File: config.mk
export PLATFORM = sky130hd
export DESIGN_NAME = alu_seq
export DESIGN_NICKNAME = d
export VERILOG_FILES = /design/src/rtl/alu_seq.sv
export SDC_FILE = /design/constraint.sdc
export NUM_CORES = 1
export LEC_CHECK = 0
export ABC_AREA = 1
export BUFFER_PORTS_ARGS = -buffer_cell sky130_fd_sc_hd__buf_2
export CAP_MARGIN = 5
export CELL_PAD_IN_SITES_DETAIL_PLACEMENT = 1
export CELL_PAD_IN_SITES_GLOBAL_PLACEMENT = 2
export CORE_UTILIZATION = 40
export DETAILED_ROUTE_END_ITERATION = 7
export PLACE_DENSITY = 0.9
export SYNTH_ARGS = -nofsm -noshare
export SYNTH_HDL_FRONTEND = slang
export SYNTH_SLANG_ARGS = --single-unit
File: constraint.sdc
create_clock -name clk -period 13.91 [get_ports clk]
set_input_delay 2.782 -clock clk [delete_from_list [all_inputs] [get_ports clk]]
set_output_delay 2.782 -clock clk [all_outputs]
set_load 0.1 [all_outputs]
File: src/rtl/alu_seq.sv
// rtl/alu_seq.sv - registered valid/ready ALU with iterative unsigned DIV/MOD
// Optional ALU_SEQ_MUL_EN: MUL uses the iterative shift-add path instead of a combinational multiplier.
module alu_seq #(
  parameter int N   = 19,
  parameter int SHW = $clog2(N) + 1
) (
  input  logic         clk,
  input  logic         reset_n,
  input  logic         in_valid,
  output logic         in_ready,
  input  logic [N-1:0] a,
  input  logic [N-1:0] b,
  input  logic [2:0]   op,
  output logic         out_valid,
  input  logic         out_ready,
  output logic [N-1:0] result,
  output logic [2:0]   flags,
  output logic         div0
);

  localparam logic [2:0] OP_ADD   = 3'b000;
  localparam logic [2:0] OP_SUB   = 3'b001;
  localparam logic [2:0] OP_MUL   = 3'b010;
  localparam logic [2:0] OP_DIV   = 3'b011;
  localparam logic [2:0] OP_MOD   = 3'b100;
  localparam logic [2:0] OP_SHL   = 3'b101;
  localparam logic [2:0] OP_PASSB = 3'b110;
  localparam logic [2:0] OP_PASSA = 3'b111;

  localparam int             CW  = $clog2(N);
  localparam logic [SHW-1:0] SHN = SHW'(N);

  typedef enum logic [1:0] {
    IDLE   = 2'd0,
    DIVIDE = 2'd1,
    HOLD   = 2'd2
  } state_t;

  state_t r_state;
  state_t w_state_nxt;

  logic          w_out_adv;
  logic          w_accept;
  logic          w_iter_op;
  logic          w_start;

  logic          r_p_valid;
  logic [N-1:0]  r_p_a;
  logic [N-1:0]  r_p_b;
  logic [2:0]    r_p_op;

  logic [N-1:0]  r_rem;
  logic [N-1:0]  r_quo;
  logic [N-1:0]  r_dvs;
  logic [2:0]    r_it_op;
  logic [CW-1:0] r_cnt;

  logic [N:0]    w_rem_sh;
  logic          w_ge;
  logic [N-1:0]  w_rem_nxt;
  logic [N-1:0]  w_quo_nxt;

  logic [N-1:0]  w_h_res;
  logic          w_h_o;

  logic [SHW-1:0] w_shamt;
  logic [N-1:0]  w_add;
  logic [N-1:0]  w_sub;
  logic [N-1:0]  w_s_res;
  logic          w_s_o;
  logic          w_s_div0;

  logic [N-1:0]  w_ld_res;
  logic          w_ld_o;
  logic          w_ld_div0;

`ifdef ALU_SEQ_MUL_EN
  logic [N:0]    w_sum;
`else
  logic [2*N-1:0] w_prod;
`endif

  assign w_out_adv = !out_valid || out_ready;
  assign in_ready  = (r_state == IDLE) && w_out_adv;
  assign w_accept  = in_valid && in_ready;

`ifdef ALU_SEQ_MUL_EN
  assign w_iter_op = ((op == OP_DIV || op == OP_MOD) && (b != '0)) || (op == OP_MUL);
`else
  assign w_iter_op = (op == OP_DIV || op == OP_MOD) && (b != '0);
`endif
  assign w_start = w_accept && w_iter_op;

  always_ff @(posedge clk or negedge reset_n) begin
    if (!reset_n) begin
      r_state <= IDLE;
    end else begin
      r_state <= w_state_nxt;
    end
  end

  // HOLD waits for the output register to free up before loading the iterative result
  always_comb begin
    w_state_nxt = r_state;
    case (r_state)
      IDLE:    if (w_start) w_state_nxt = DIVIDE;
      DIVIDE:  if (r_cnt == CW'(N - 1)) w_state_nxt = HOLD;
      HOLD:    if (w_out_adv) w_state_nxt = IDLE;
      default: w_state_nxt = IDLE;
    endcase
  end

  always_ff @(posedge clk or negedge reset_n) begin
    if (!reset_n) begin
      r_p_valid <= 1'b0;
      r_p_a     <= '0;
      r_p_b     <= '0;
      r_p_op    <= OP_ADD;
    end else begin
      if (w_out_adv) r_p_valid <= w_accept && !w_iter_op;
      if (w_accept) begin
        r_p_a  <= a;
        r_p_b  <= b;
        r_p_op <= op;
      end
    end
  end

  always_ff @(posedge clk or negedge reset_n) begin
    if (!reset_n) begin
      r_rem   <= '0;
      r_quo   <= '0;
      r_dvs   <= '0;
      r_it_op <= OP_DIV;
      r_cnt   <= '0;
    end else if (w_start) begin
      r_rem   <= '0;
      r_quo   <= a;
      r_dvs   <= b;
      r_it_op <= op;
      r_cnt   <= '0;
    end else if (r_state == DIVIDE) begin
      r_rem   <= w_rem_nxt;
      r_quo   <= w_quo_nxt;
      r_cnt   <= r_cnt + CW'(1);
    end
  end

  // Restoring division: dividend bits leave r_quo MSB-first while quotient bits enter at the LSB
  always_comb begin
    w_rem_sh  = {r_rem, r_quo[N-1]};
    w_ge      = (w_rem_sh >= {1'b0, r_dvs});
    w_rem_nxt = w_ge ? N'(w_rem_sh - {1'b0, r_dvs}) : w_rem_sh[N-1:0];
    w_quo_nxt = {r_quo[N-2:0], w_ge};
`ifdef ALU_SEQ_MUL_EN
    w_sum = {1'b0, r_rem} + (r_quo[0] ? {1'b0, r_dvs} : '0);
    if (r_it_op == OP_MUL) begin
      w_rem_nxt = w_sum[N:1];
      w_quo_nxt = {w_sum[0], r_quo[N-1:1]};
    end
`endif
  end

  always_comb begin
    w_h_res = (r_it_op == OP_MOD) ? r_rem : r_quo;
    w_h_o   = 1'b0;
`ifdef ALU_SEQ_MUL_EN
    if (r_it_op == OP_MUL) w_h_o = |r_rem;
`endif
  end

`ifdef ALU_SEQ_MUL_EN
`else
  assign w_prod = {{N{1'b0}}, r_p_a} * {{N{1'b0}}, r_p_b};
`endif

  // DIV/MOD only reach this stage when the divisor is zero
  always_comb begin
    w_s_res  = '0;
    w_s_o    = 1'b0;
    w_s_div0 = 1'b0;
    w_shamt  = r_p_b[SHW-1:0];
    w_add    = r_p_a + r_p_b;
    w_sub    = r_p_a - r_p_b;
    case (r_p_op)
      OP_ADD: begin
        w_s_res = w_add;
        w_s_o   = (r_p_a[N-1] == r_p_b[N-1]) && (w_add[N-1] != r_p_a[N-1]);
      end
      OP_SUB: begin
        w_s_res = w_sub;
        w_s_o   = (r_p_a[N-1] != r_p_b[N-1]) && (w_sub[N-1] != r_p_a[N-1]);
      end
      OP_MUL: begin
`ifdef ALU_SEQ_MUL_EN
        w_s_res = '0;
`else
        w_s_res = w_prod[N-1:0];
        w_s_o   = |w_prod[2*N-1:N];
`endif
      end
      OP_DIV: begin
        w_s_res  = '1;
        w_s_div0 = 1'b1;
      end
      OP_MOD: begin
        w_s_res  = r_p_a;
        w_s_div0 = 1'b1;
      end
      OP_SHL:   w_s_res = (w_shamt >= SHN) ? '0 : (r_p_a << w_shamt);
      OP_PASSB: w_s_res = r_p_b;
      OP_PASSA: w_s_res = r_p_a;
      default:  w_s_res = '0;
    endcase
  end

  assign w_ld_res  = r_p_valid ? w_s_res : w_h_res;
  assign w_ld_o    = r_p_valid ? w_s_o : w_h_o;
  assign w_ld_div0 = r_p_valid && w_s_div0;

  always_ff @(posedge clk or negedge reset_n) begin
    if (!reset_n) begin
      out_valid <= 1'b0;
      result    <= '0;
      flags     <= '0;
      div0      <= 1'b0;
    end else if (w_out_adv) begin
      if (r_p_valid || (r_state == HOLD)) begin
        out_valid <= 1'b1;
        result    <= w_ld_res;
        flags     <= {(w_ld_res == '0), w_ld_o, w_ld_res[N-1]};
        div0      <= w_ld_div0;
      end else begin
        out_valid <= 1'b0;
      end
    end
  end

endmodule
==> flow_metrics.tcl, run 1 <==
set metrics [dict create \
    status "complete, no violations" \
    synth_fp_nets 3937 \
    synth_cell_type_count 53 \
    routedWlPerCell_um 21.6 \
    vias_per_cell 5.36 \
    ioPinCount 70 \
    cts_hold_buf 0 \
    cp-start-kind "flop" \
    yosys.area.top_type_share_pct 24.8 \
    worstPathArrival_ps 7670 \
    final.fill_count 7500 \
    r2r-end "flags[1]$_DFFE_PN0P_" \
    num_rows 88 \
    final.setup.tns_ps 0 \
    clockRootBuffer "clkbuf_16" \
    wl_mm 90.2 \
    insertion_delay_ps 430 \
    cts_setup_buffers 0 \
    grt_max_degree 74 \
    ys_ff_latch 132 \
    async_reset_ff_share_pct 100 \
    synthMuxAreaShare_pct 0 \
    cts.sinks 132 \
    io_buffers 69 \
    critPathCapture "flags[1]$_DFFE_PN0P_" \
    seq_area_frac_synth_pct 14.1 \
    ys_top_cells_by_area "fa_1, nand2_1, dfrtp_1" \
    rsz0062_at_grt "no" \
    die_h_um 244 \
    numCtsBuffers 17 \
    r2r-start "r_p_a[6]$_DFFE_PN0P_" \
    synth_ff_type "dfrtp_1" \
    synth_top_family_by_area "adder cells" \
    reg2regPathDepth 28 \
    fin_crit_ps 7350 \
    synth_compound_area_share_pct 8.91 \
    crit_fanout 23 \
    gp_congestion 0.915 \
    critPathSlowestCell "dfrtp_1" \
    synth_most_common_cell "nand2_1" \
    area_delta_synth_final_pct 6.18 \
    dp_hpwl_mm 72.9 \
    grt_pass1_vias 24300 \
    grt_use_total_pct 30.8 \
    hold_viol 0 \
    r2r_slack_ps 6560 \
    slew_viol_final 0 \
    vias 22300 \
    antenna_found_initial 1 \
    cts_tree "yes" \
    yosys_warnings 0 \
    synthSimpleGateAreaFrac_pct 25.8 \
    fmax_mhz 136 \
    first_pass_iters 5 \
    hp-class "reg -> reg" \
    critPathKind "reg -> reg" \
    coreArea_sq_um 57800 \
    cp_common_cell "nand2_1" \
    post-route-period-util_pct 52.9 \
    relSlewSlack_pct 10.4 \
    synthTopCellsByCount "nand2_1, inv_1, fa_1" \
    cap_violations 0 \
    critPathMaxStageDelay_ps 1240 \
    synth.largest_area_cell "fa_1" \
    ant_nets 0 \
    tightest_slew_ps 1340 \
    synth-xor-area-share_pct 1.08 \
    worstSetupStartpoint "r_p_a[6]$_DFFE_PN0P_" \
    die_area_sq_um 59600 \
    setup_viol 0 \
    drc 0 \
    cts_max_level 4 \
    postCtsResizedCells 0 \
    num_antenna_cells 0 \
    grt_pass1_wl_mm 140 \
    fin_skew_ps 7.04 \
    path_clk_slew_ps 60 \
    synth-edff-count 0 \
    worstPathRequired_ps 14220 \
    cts_buffer_depth 2 \
    yosys.area_share.adder_pct 34.6 \
    grt_remaining_overflow 0 \
    fin_nets 3906 \
    netlist_area_sq_um 23400 \
    syn_avg_cell_area_sq_um 6.86 \
    end_kind "flop" \
    drive_above_1_share_pct 4.91 \
    syn_inst 3419 \
    dieWidth_um 244 \
    initial_utilization_pct 40.6 \
    drt_iter0_markers 1418 \
]
## routing by layer
| metal | track usage (%) | wire, um | vias up |
|---|---|---|---|
| met3 | 3.81 | 4660 | 146 |
| met2 | 52.9 | 43200 | 648 |
| met5 | 0 | 12 | - |
| met1 | 39.7 | 39100 | 11300 |
| met4 | 10.7 | 3210 | 2 |
| li1 | - | - | 10200 |
## cell type report
| type | instances | area (sq um) | area share [%] |
|---|---|---|---|
| sequential | 132 | 3310 | 13.3 |
| clock inverter | 12 | 154 | 0.618 |
| clock buffer | 20 | 457 | 1.83 |
| inverter | 798 | 3010 | 12.1 |
| timing repair buffer | 92 | 524 | 2.11 |
| tap | 765 | 957 | 3.85 |
| multi-input combinational | 2347 | 16500 | 66.2 |
## per-stage QoR
stage	cell area (sq um)	util, %	worst slack [ps]	instances	hold slack (ps)
floorplan	23400	-	7100	3419	444
global route	24900	43.1	6160	4166	495
CTS	24900	43.1	6560	4166	473
finish	24900	43.1	6560	4166	475
detailed placement	24300	42.0	6580	4134	463
global placement	24300	42.0	6730	4134	451
## cell usage in the layout (no fill, tap or decap), drive strengths merged, types with 6 or more instances in the layout
| cell | n |
|---|---|
| fa | 291 |
| o21ai | 171 |
| o211ai | 11 |
| nand2 | 998 |
| a31oi | 14 |
| nor3 | 19 |
| a21oi | 123 |
| o21bai | 10 |
| clkbuf | 20 |
| dfrtp | 130 |
| inv | 798 |
| o21a | 6 |
| nor4 | 6 |
| clkinv | 6 |
| xnor2 | 16 |
| o221ai | 15 |
| nor2 | 208 |
| ha | 182 |
| nand3b | 9 |
| o22ai | 8 |
| nand4 | 32 |
| buf | 92 |
| nand3 | 196 |
| xor2 | 13 |
## critical path: cells and delay by family (launching register included)
| family | cells | cell delay, ps |
|---|---|---|
| compound gates | 2 | 670 |
| fa+ha+maj | 8 | 3600 |
| buf+inv | 5 | 400 |
| flops | 1 | 1240 |
| simple gates | 13 | 1300 |
## registers in the layout, indices dropped and copies added (netlist names)
signal,cells
r_quo,19
r_state,2
r_p_b,19
r_p_op,3
flags,3
r_it_op,3
result,18
r_cnt,5
r_p_a,19
div0,1
r_dvs,19
r_p_valid,1
r_rem,19
out_valid,1
## worst min-delay path by stage
stage / slack (ps) / start / to / cells after the start
after floorplan: 440 / r_it_op[0]$_DFFE_PN1P_ / r_it_op[0]$_DFFE_PN1P_ / 2
after global placement: 450 / r_it_op[0]$_DFFE_PN1P_ / r_it_op[0]$_DFFE_PN1P_ / 2
after detailed placement: 460 / r_it_op[0]$_DFFE_PN1P_ / r_it_op[0]$_DFFE_PN1P_ / 2
after CTS: 470 / r_it_op[0]$_DFFE_PN1P_ / r_it_op[0]$_DFFE_PN1P_ / 2
after global routing: 500 / r_it_op[0]$_DFFE_PN1P_ / r_it_op[0]$_DFFE_PN1P_ / 2
final: 480 / r_it_op[0]$_DFFE_PN1P_ / r_it_op[0]$_DFFE_PN1P_ / 2
## logic make-up after synthesis
family | after synthesis
compound gates | 372
xor+xnor | 29
fa+ha+maj | 473
buf+inv | 940
flops | 132
simple gates | 1473
Power of run 1 is left out: the tool's default activity adds up to more than one toggle a clock period on the data nets, which glitch-free logic cannot reach.
==> run 2, diff against run 1 <==
Settings changed: CORE_UTILIZATION 40 to 34, PLACE_DENSITY 0.9 to 0.82.
Clock period 13.91 ns to 6.05 ns, I/O delays scaled along.
==> flow_metrics.tcl, run 2 (synthesized netlist as in run 1, its figures left out) <==
set metrics [dict create \
    critPathKind "reg -> reg" \
    layout_common_cells "nand2_1, inv_1, fa_1" \
    io_buffers 69 \
    routedWlPerCell_um 20.4 \
    die_area_sq_um 70000 \
    grt_max_degree 80 \
    critPathSlowestCell "fa_1" \
    coreArea_sq_um 67800 \
    fin_skew_ps 10.1 \
    cts_max_level 4 \
    status "finished with violations" \
    grt_remaining_overflow 0 \
    reg2regPathDepth 33 \
    hold_viol 0 \
    slew_viol_final 0 \
    relSlewSlack_pct 23.8 \
    drive_above_1_share_pct 17.1 \
    worstPathArrival_ps 6450 \
    setup_viol 1 \
    cts_tree "yes" \
    insertion_delay_ps 440 \
    fin_crit_ps 6140 \
    grt_pass1_vias 24400 \
    tightest_slew_ps 1140 \
    cp_common_cell "nand2_1" \
    area_delta_synth_final_pct 21.0 \
    rsz0062_at_grt "yes" \
    antenna_found_initial 1 \
    worstPathRequired_ps 6370 \
    clockRootBuffer "clkbuf_16" \
    stdcell_area_sq_um 28400 \
    path_clk_slew_ps 60 \
    cts.sinks 132 \
    failed_checks "setup timing" \
    grt_use_total_pct 26.7 \
    setup_ws_ps -85.0 \
    hp-class "reg -> reg" \
    cap_violations 0 \
    end_kind "flop" \
    drc 0 \
    cp-start-kind "flop" \
    critPathMaxStageDelay_ps 550 \
    fin_nets 4188 \
    post-route-period-util_pct 101 \
    vias 22800 \
    grt_pass1_wl_mm 143 \
    ant_nets 0 \
    numCtsBuffers 17 \
    final_common_cell "nand2_1" \
    cts_hold_buf 0 \
    dieWidth_um 265 \
    die_h_um 265 \
    ioPinCount 70 \
    vias_per_cell 5.00 \
    gp_congestion 0.932 \
    num_rows 95 \
    holdPathStages 2 \
    crit_fanout 4 \
    fmax_mhz 163 \
    drt_iter0_markers 1186 \
    first_pass_iters 5 \
    place_area_sq_um 26600 \
    wl_mm 92.7 \
    dp_hpwl_mm 76.8 \
    cts_buffer_depth 2 \
    initial_utilization_pct 34.6 \
]
## run 2: changes by cell type in the layout (fill, tap and decap cells not counted), moves of 15 or more
cell,previous run,this run
buf_12,0,31
ha_4,0,22
fa_1,291,272
a21oi_1,119,101
ha_1,182,157
nor2_2,4,29
nand2_1,994,955
fa_2,0,19
dfrtp_2,0,17
dfrtp_1,130,113
nand2_2,2,33
buf_4,23,261
nor2_1,202,172
a21oi_2,4,19
## run 2: metal layers
layer | part of all wire [%] | GRT usage [%] | up-vias | wire length (um)
li1 | - | - | 10800 | -
met1 | 44 | 34.9 | 11300 | 40800
met2 | 48 | 45.6 | 480 | 44900
met3 | 4.8 | 3.57 | 133 | 4430
met4 | 2.9 | 8.27 | 0 | 2650
met5 | 0 | 0 | - | 0
## run 2: repair_timing
| item | in CTS | in global routing |
|---|---|---|
| setup endpoints to repair | 9 | 10 |
| hold endpoints to repair | 0 | 0 |
| cloned | 1 | 0 |
| resized for setup | 169 | 55 |
| pin swaps | 55 | 17 |
| buffers inserted | 29 | 6 |
## run 2: critical path: cells and delay by family (launching register included)
family                     cells  cell delay [ps]
buffers and inverters          8              810
DFF                            1              440
adders and majority gates      7             3190
and+or+nand+nor               17             1380
AOI/OAI and AO/OA              1              190
## run 2: path summary, 6_finish.rpt
kind	to	from	slack (ps)
max	flags[1]$_DFFE_PN0P_	r_p_a[12]$_DFFE_PN0P_	-90
min	r_it_op[1]$_DFFE_PN1P_	r_it_op[1]$_DFFE_PN1P_	460
max reg2reg	flags[1]$_DFFE_PN0P_	r_p_a[12]$_DFFE_PN0P_	-90
min reg2reg	r_it_op[1]$_DFFE_PN1P_	r_it_op[1]$_DFFE_PN1P_	460
max in group asynchronous	r_p_b[15]$_DFFE_PN0P_	reset_n	3930
min in group asynchronous	r_cnt[3]$_DFFE_PN0P_	reset_n	820
## run 2: area by class of cell
| type | count | area [sq um] |
|---|---|---|
| antenna | 1 | 2.50 |
| clock buffer | 18 | 429 |
| clock inverter | 14 | 118 |
| fill | 8668 | 39400 |
| inverter | 798 | 3010 |
| multi-input combinational | 2347 | 17300 |
| sequential | 132 | 3330 |
| tap | 873 | 1090 |
| timing repair buffer | 374 | 3110 |
## run 2: per-stage QoR
| stage | setup slack (ps) | setup TNS, ps | std cells | hold WS (ps) | utilization, % |
|---|---|---|---|---|---|
| 6_report | -85.0 | -85.0 | 4557 | 461 | 41.9 |
| 5_1_grt | -300 | -762 | 4556 | 485 | 41.9 |
| 4_1_cts | -34.9 | -34.9 | 4551 | 465 | 41.5 |
| 3_5_place_dp | -702 | -1490 | 4489 | 454 | 39.3 |
| 3_3_place_gp | -631 | -982 | 4489 | 452 | 39.3 |
| 2_1_floorplan | 89.9 | 0 | 3419 | 444 | - |
Power of run 2 is left out for the same reason.
